## src/rtl/delay_fifo_seq_pkg.sv

```systemverilog
// Shared types and helpers for the delay-buffer transfer sequencer.
package delay_fifo_seq_pkg;

    typedef enum logic [2:0] {
        IDLE    = 3'd0,
        FILL    = 3'd1,
        FLUSH   = 3'd2,
        PURGE   = 3'd3,
        DONE    = 3'd4,
        ABORTED = 3'd5
    } state_t;

    // Shift counter spans 0..2*depth inclusive.
    function automatic int unsigned cnt_w(input int unsigned depth);
        return unsigned'($clog2(2 * depth + 1));
    endfunction

endpackage

```

## src/rtl/delay_fifo_seq.sv

```systemverilog
// Sequences one fill/flush transfer through an external shift-register delay
// buffer, with abort that zero-purges the buffer before returning to IDLE.
module delay_fifo_seq
    import delay_fifo_seq_pkg::*;
#(
    parameter int unsigned DEPTH = 8,
    parameter int unsigned BITS  = 64
) (
    input  logic            clk,
    input  logic            rst,
    input  logic            start,
    input  logic            abort,
    input  logic [BITS-1:0] in_data,
    input  logic            in_valid,
    output logic            in_ready,
    output logic            fifo_en,
    output logic [BITS-1:0] fifo_d,
    input  logic [BITS-1:0] fifo_q,
    output logic [BITS-1:0] out_data,
    output logic            out_valid,
    input  logic            out_ready,
    output logic            busy,
    output logic            done,
    output logic            aborted
);

    localparam int unsigned    SW     = cnt_w(DEPTH);
    localparam logic [SW-1:0] S_PRE  = SW'(DEPTH - 1);
    localparam logic [SW-1:0] S_FULL = SW'(DEPTH);
    localparam logic [SW-1:0] S_LAST = SW'(2 * DEPTH - 1);
    localparam logic [SW-1:0] P_LAST = SW'(DEPTH - 1);

    state_t        state;
    logic [SW-1:0] s_cnt;
    logic [SW-1:0] p_cnt;
    logic          shift;

    // Handshake and buffer drive decoded from state; abort suppresses any shift.
    always_comb begin
        out_valid = (state == FLUSH) || (state == FILL && s_cnt >= S_FULL);
        in_ready  = 1'b0;
        fifo_en   = 1'b0;
        fifo_d    = '0;
        shift     = 1'b0;
        case (state)
            FILL: begin
                in_ready = !abort && (!out_valid || out_ready);
                shift    = in_valid && in_ready;
                fifo_en  = shift;
                fifo_d   = in_data;
            end
            FLUSH: begin
                shift   = out_ready && !abort;
                fifo_en = shift;
            end
            PURGE: begin
                fifo_en = 1'b1;
            end
            default: ;
        endcase
    end

    assign out_data = fifo_q;
    assign busy     = (state != IDLE);
    assign done     = (state == DONE);
    assign aborted  = (state == ABORTED);

    always_ff @(posedge clk or posedge rst) begin
        if (rst) begin
            state <= IDLE;
            s_cnt <= '0;
            p_cnt <= '0;
        end else begin
            case (state)
                IDLE: begin
                    if (start) state <= FILL;
                end
                FILL: begin
                    if (abort) begin
                        state <= PURGE;
                        p_cnt <= '0;
                    end else if (shift) begin
                        s_cnt <= s_cnt + SW'(1);
                        if (s_cnt == S_PRE) state <= FLUSH;
                    end
                end
                FLUSH: begin
                    if (abort) begin
                        state <= PURGE;
                        p_cnt <= '0;
                    end else if (shift) begin
                        s_cnt <= s_cnt + SW'(1);
                        if (s_cnt == S_LAST) state <= DONE;
                    end
                end
                PURGE: begin
                    p_cnt <= p_cnt + SW'(1);
                    if (p_cnt == P_LAST) state <= ABORTED;
                end
                DONE: begin
                    s_cnt <= '0;
                    state <= IDLE;
                end
                ABORTED: begin
                    s_cnt <= '0;
                    p_cnt <= '0;
                    state <= IDLE;
                end
                default: state <= IDLE;
            endcase
        end
    end

endmodule

```

## config.mk

```make
export PLATFORM = sky130hd
export DESIGN_NAME = delay_fifo_seq
export DESIGN_NICKNAME = d
export VERILOG_FILES = /design/src/rtl/delay_fifo_seq_pkg.sv /design/src/rtl/delay_fifo_seq.sv
export SDC_FILE = /design/constraint.sdc
export NUM_CORES = 1
export LEC_CHECK = 0
export BUFFER_PORTS_ARGS = -buffer_cell sky130_fd_sc_hd__buf_2
export CAP_MARGIN = 5
export CORE_AREA = 2 2 105 107
export DETAILED_ROUTE_END_ITERATION = 12
export DIE_AREA = 0 0 107 109
export PLACE_DENSITY_LB_ADDON = 0.15
export SYNTH_ARGS = -nofsm -noshare
export SYNTH_HDL_FRONTEND = slang
export SYNTH_SLANG_ARGS = --single-unit
```

## constraint.sdc

```tcl
create_clock -name clk -period 2.5 [get_ports clk]
set_input_delay 0.125 -clock clk [delete_from_list [all_inputs] [get_ports clk]]
set_output_delay 0.125 -clock clk [all_outputs]
set_load 0.05 [all_outputs]
```

==> summary.txt <==
Status
  • Status: completed

Final layout
  • Core Util, Final: 21.1%
  • Ant diodes: 0
  • Final Non-Filler Cells: 448
  • Most frequent cells in the layout: 139 x buf_2, 64 x and2_1, 13 x dfrtp_1, 11 x nand2_1, 8 x o21ai_0
  • Fin nets: 447
  • Layout cell share with drive strength beyond 1: 50.0%
  • Commonest non-fill, non-tap cell in the layout: buf_2
  • Area Growth Syn to Fin: 24.1%

Power
  • Pwr dens: 1690 mW/mm^2
  • Pleak: 0.00125 uW
  • Power Total: 3800 uW
  • Peak VDD IR: 0.773 mV

Floorplanning
  • Initial Util: 17.0%
  • I/O pins: 268
  • FP Rows: 38
  • Die W: 107 um
  • Die Area: 0.0117 mm^2
  • Area of the core: 0.0106 mm^2
  • Die Span Y: 109 um

Critical path
  • Largest stage delay, worst path: 0.54 ns
  • Critical path fanouts, max: 65
  • Critical path required time: 2.38 ns
  • Worst flop-to-flop path startpoint: s_cnt[0]
  • Critical path type: reg -> out
  • CP max stage cell: dfrtp_1
  • Crit. End Element: primary output
  • Worst Path Arrival: 1.94 ns
  • Worst R2R End: state[1]
  • Top delay family on crit path: buffers and inverters
  • Cells on worst reg2reg path: 7
  • CP cell instances: inv_1 > nor3_2 > buf_12 > and2_1 > buf_2
  • Crit path buf inv count: 3
  • CP Launch Type: flop
  • R2R Setup Slk: 0.48 ns

Hold path
  • Min-Delay Endpoint: out_data[28]
  • Hold Path Stages: 0
  • Hold path startpoint: fifo_q[28]
  • Hold crit path type: in -> out

Synth
  • Seq/Total Area, Yosys: 18.0%
  • Cell count after synthesis: 236
  • Post-Syn Area: 0.00181 mm^2
  • Ys Warns: 0
  • Mapped Avg Cell Area: 7.66 um^2
  • Syn nets: 374
  • #FFs+latches synth: 13
  • Post-synthesis cell type count: 37

Drt
  • Total number of vias: 1711
  • Antenna Nets Post-Route: 0
  • First-pass DRT Iterations: 4
  • Vias per cell: 3.82
  • Residual DRC: 0
  • Drt total wl: 6.65 mm
  • DRT iter0 DRCs: 31
  • WL/cell: 14.8 um

STA
  • Post-layout min period: 2.06 ns
  • RSZ-0062 raised after global routing: no
  • Setup TNS Final: 0 ns
  • Final worst-path cycle share: 82.5%
  • Fin. max-slew vios: 0
  • Max Clock Freq: 485 MHz
  • Worst-Margin Slew: 0.564 ns
  • Finish-stage setup viols: 0
  • Fin. Hold Viols: 0
  • Clk_skew: 0.00626 ns
  • Slew headroom: 62.3%
  • PnR worst setup slack: 0.438 ns

Clock network
  • Total CTS buffers: 3
  • Cts repair resizes: 0
  • CTS tree: yes
  • CTS root buffer: clkbuf_8
  • Post CTS Setup Buffer Count: 0
  • CTS Sinks: 13
  • Clk slew on worst S/H paths: 0.07 ns
  • Hold_buf cts: 1
  • Clock latency on the worst-skew pair: 0.25 ns
  • H-Tree Depth: 1
  • Clk buf depth: 2

Placement
  • Pre-CTS setup slack: 0.503 ns
  • HPWL Detailed: 5.74 mm
  • RePlAce Congestion: 0.672
  • DP Cell Count: 443
  • PortBufs: 139

Global routing
  • Gr ovfl total: 0
  • First-pass GRT wire length: 9.12 mm
  • Initial antenna violation count: 0
  • All-Layer GR Usage: 10.2%
  • Vias in the first global route: 1577
  • Largest net degree at the start of global routing: 66

Run
  • Max Cap Viol: 0
-- sequential cells by signal, summed over array words and instances (netlist names) --
name   count
p_cnt      5
s_cnt      5
state      3
-- final cells by class --
type	instances	area, um^2
fillers	1200	8360
multi-input cells	141	930
repair buffers	143	741
flip-flops and latches	13	325
well taps	140	175
clock buffers	4	45.0
inverters	7	26.3
-- cell usage after synthesis --
cell type,instances,area [um^2]
o21bai_1,1,7.51
and2_1,64,400
or2_2,4,25.0
a211o_1,1,8.76
and3_1,2,12.5
nand3_1,4,20.0
a21boi_0,1,7.51
nand3b_1,1,7.51
buf_2,1,5.00
and4_4,1,11.3
nand2b_1,2,12.5
nor2_1,6,22.5
nor4bb_1,2,20.0
dfrtp_1,13,325
ha_1,4,50.1
nor2b_1,1,6.26
a31oi_1,2,12.5
or4b_4,1,13.8
and4b_1,1,10.0
and2b_1,1,7.51
o22a_4,1,17.5
o21ai_0,8,40.0
a311o_1,1,10.0
nor3_1,2,10.0
a21oi_1,5,25.0
a22o_1,3,26.3
buf_4,64,480
or3_1,1,6.26
buf_6,1,11.3
a31o_2,1,8.76
a32o_1,1,10.0
nor3b_1,2,15.0
clkbuf_1,9,33.8
mux2i_1,5,50.1
nand4b_1,1,8.76
nand2_1,11,41.3
inv_1,7,26.3
-- layer usage --
metal  vias to the layer above  track usage (%)  wire length, um
li1                        844                -                -
met1                       749             10.6             2210
met2                       104             18.9             3630
met3                        14             4.54              733
met4                         0             1.95               81
met5                         -                0                0
-- where the power goes --
group	switching [uW]	internal (uW)
clock	87.3	113
sequential	94.8	279
combinational	2390	839
total	2570	1230
-- how the worst max path moves through the flow --
stage | depth (start not counted) | slack, ns | startpoint | endpoint
after detailed placement | 7 | 0.50 | s_cnt[0] | state[1]
after CTS | 5 | 0.42 | state[0] | fifo_d[12]
final | 5 | 0.44 | state[0] | fifo_d[12]
after global routing | 5 | 0.27 | state[0] | fifo_d[4]
after global placement | 7 | 0.53 | s_cnt[0] | state[1]
after floorplan | 5 | 0.19 | state[1] | in_ready
-- cell families (layout without fill, tap and decap cells) --
group | count (synthesis) | in the layout | synth area share, %
DFF | 13 | 13 | 18.0
AOI/OAI and AO/OA | 25 | 25 | 9.63
muxes | 5 | 5 | 2.77
and+or+nand+nor | 107 | 107 | 36.0
buffers and inverters | 82 | 154 | 30.8
adders and majority gates | 4 | 4 | 2.77
-- per-stage QoR --
step,area (um^2),hold WS (ns)
3_3_place_gp,2190,0.216
6_report,2240,0.250
4_1_cts,2240,0.250
2_1_floorplan,1810,0.00196
5_1_grt,2240,0.250
3_5_place_dp,2190,0.215
(Power assumes the default switching activity.)
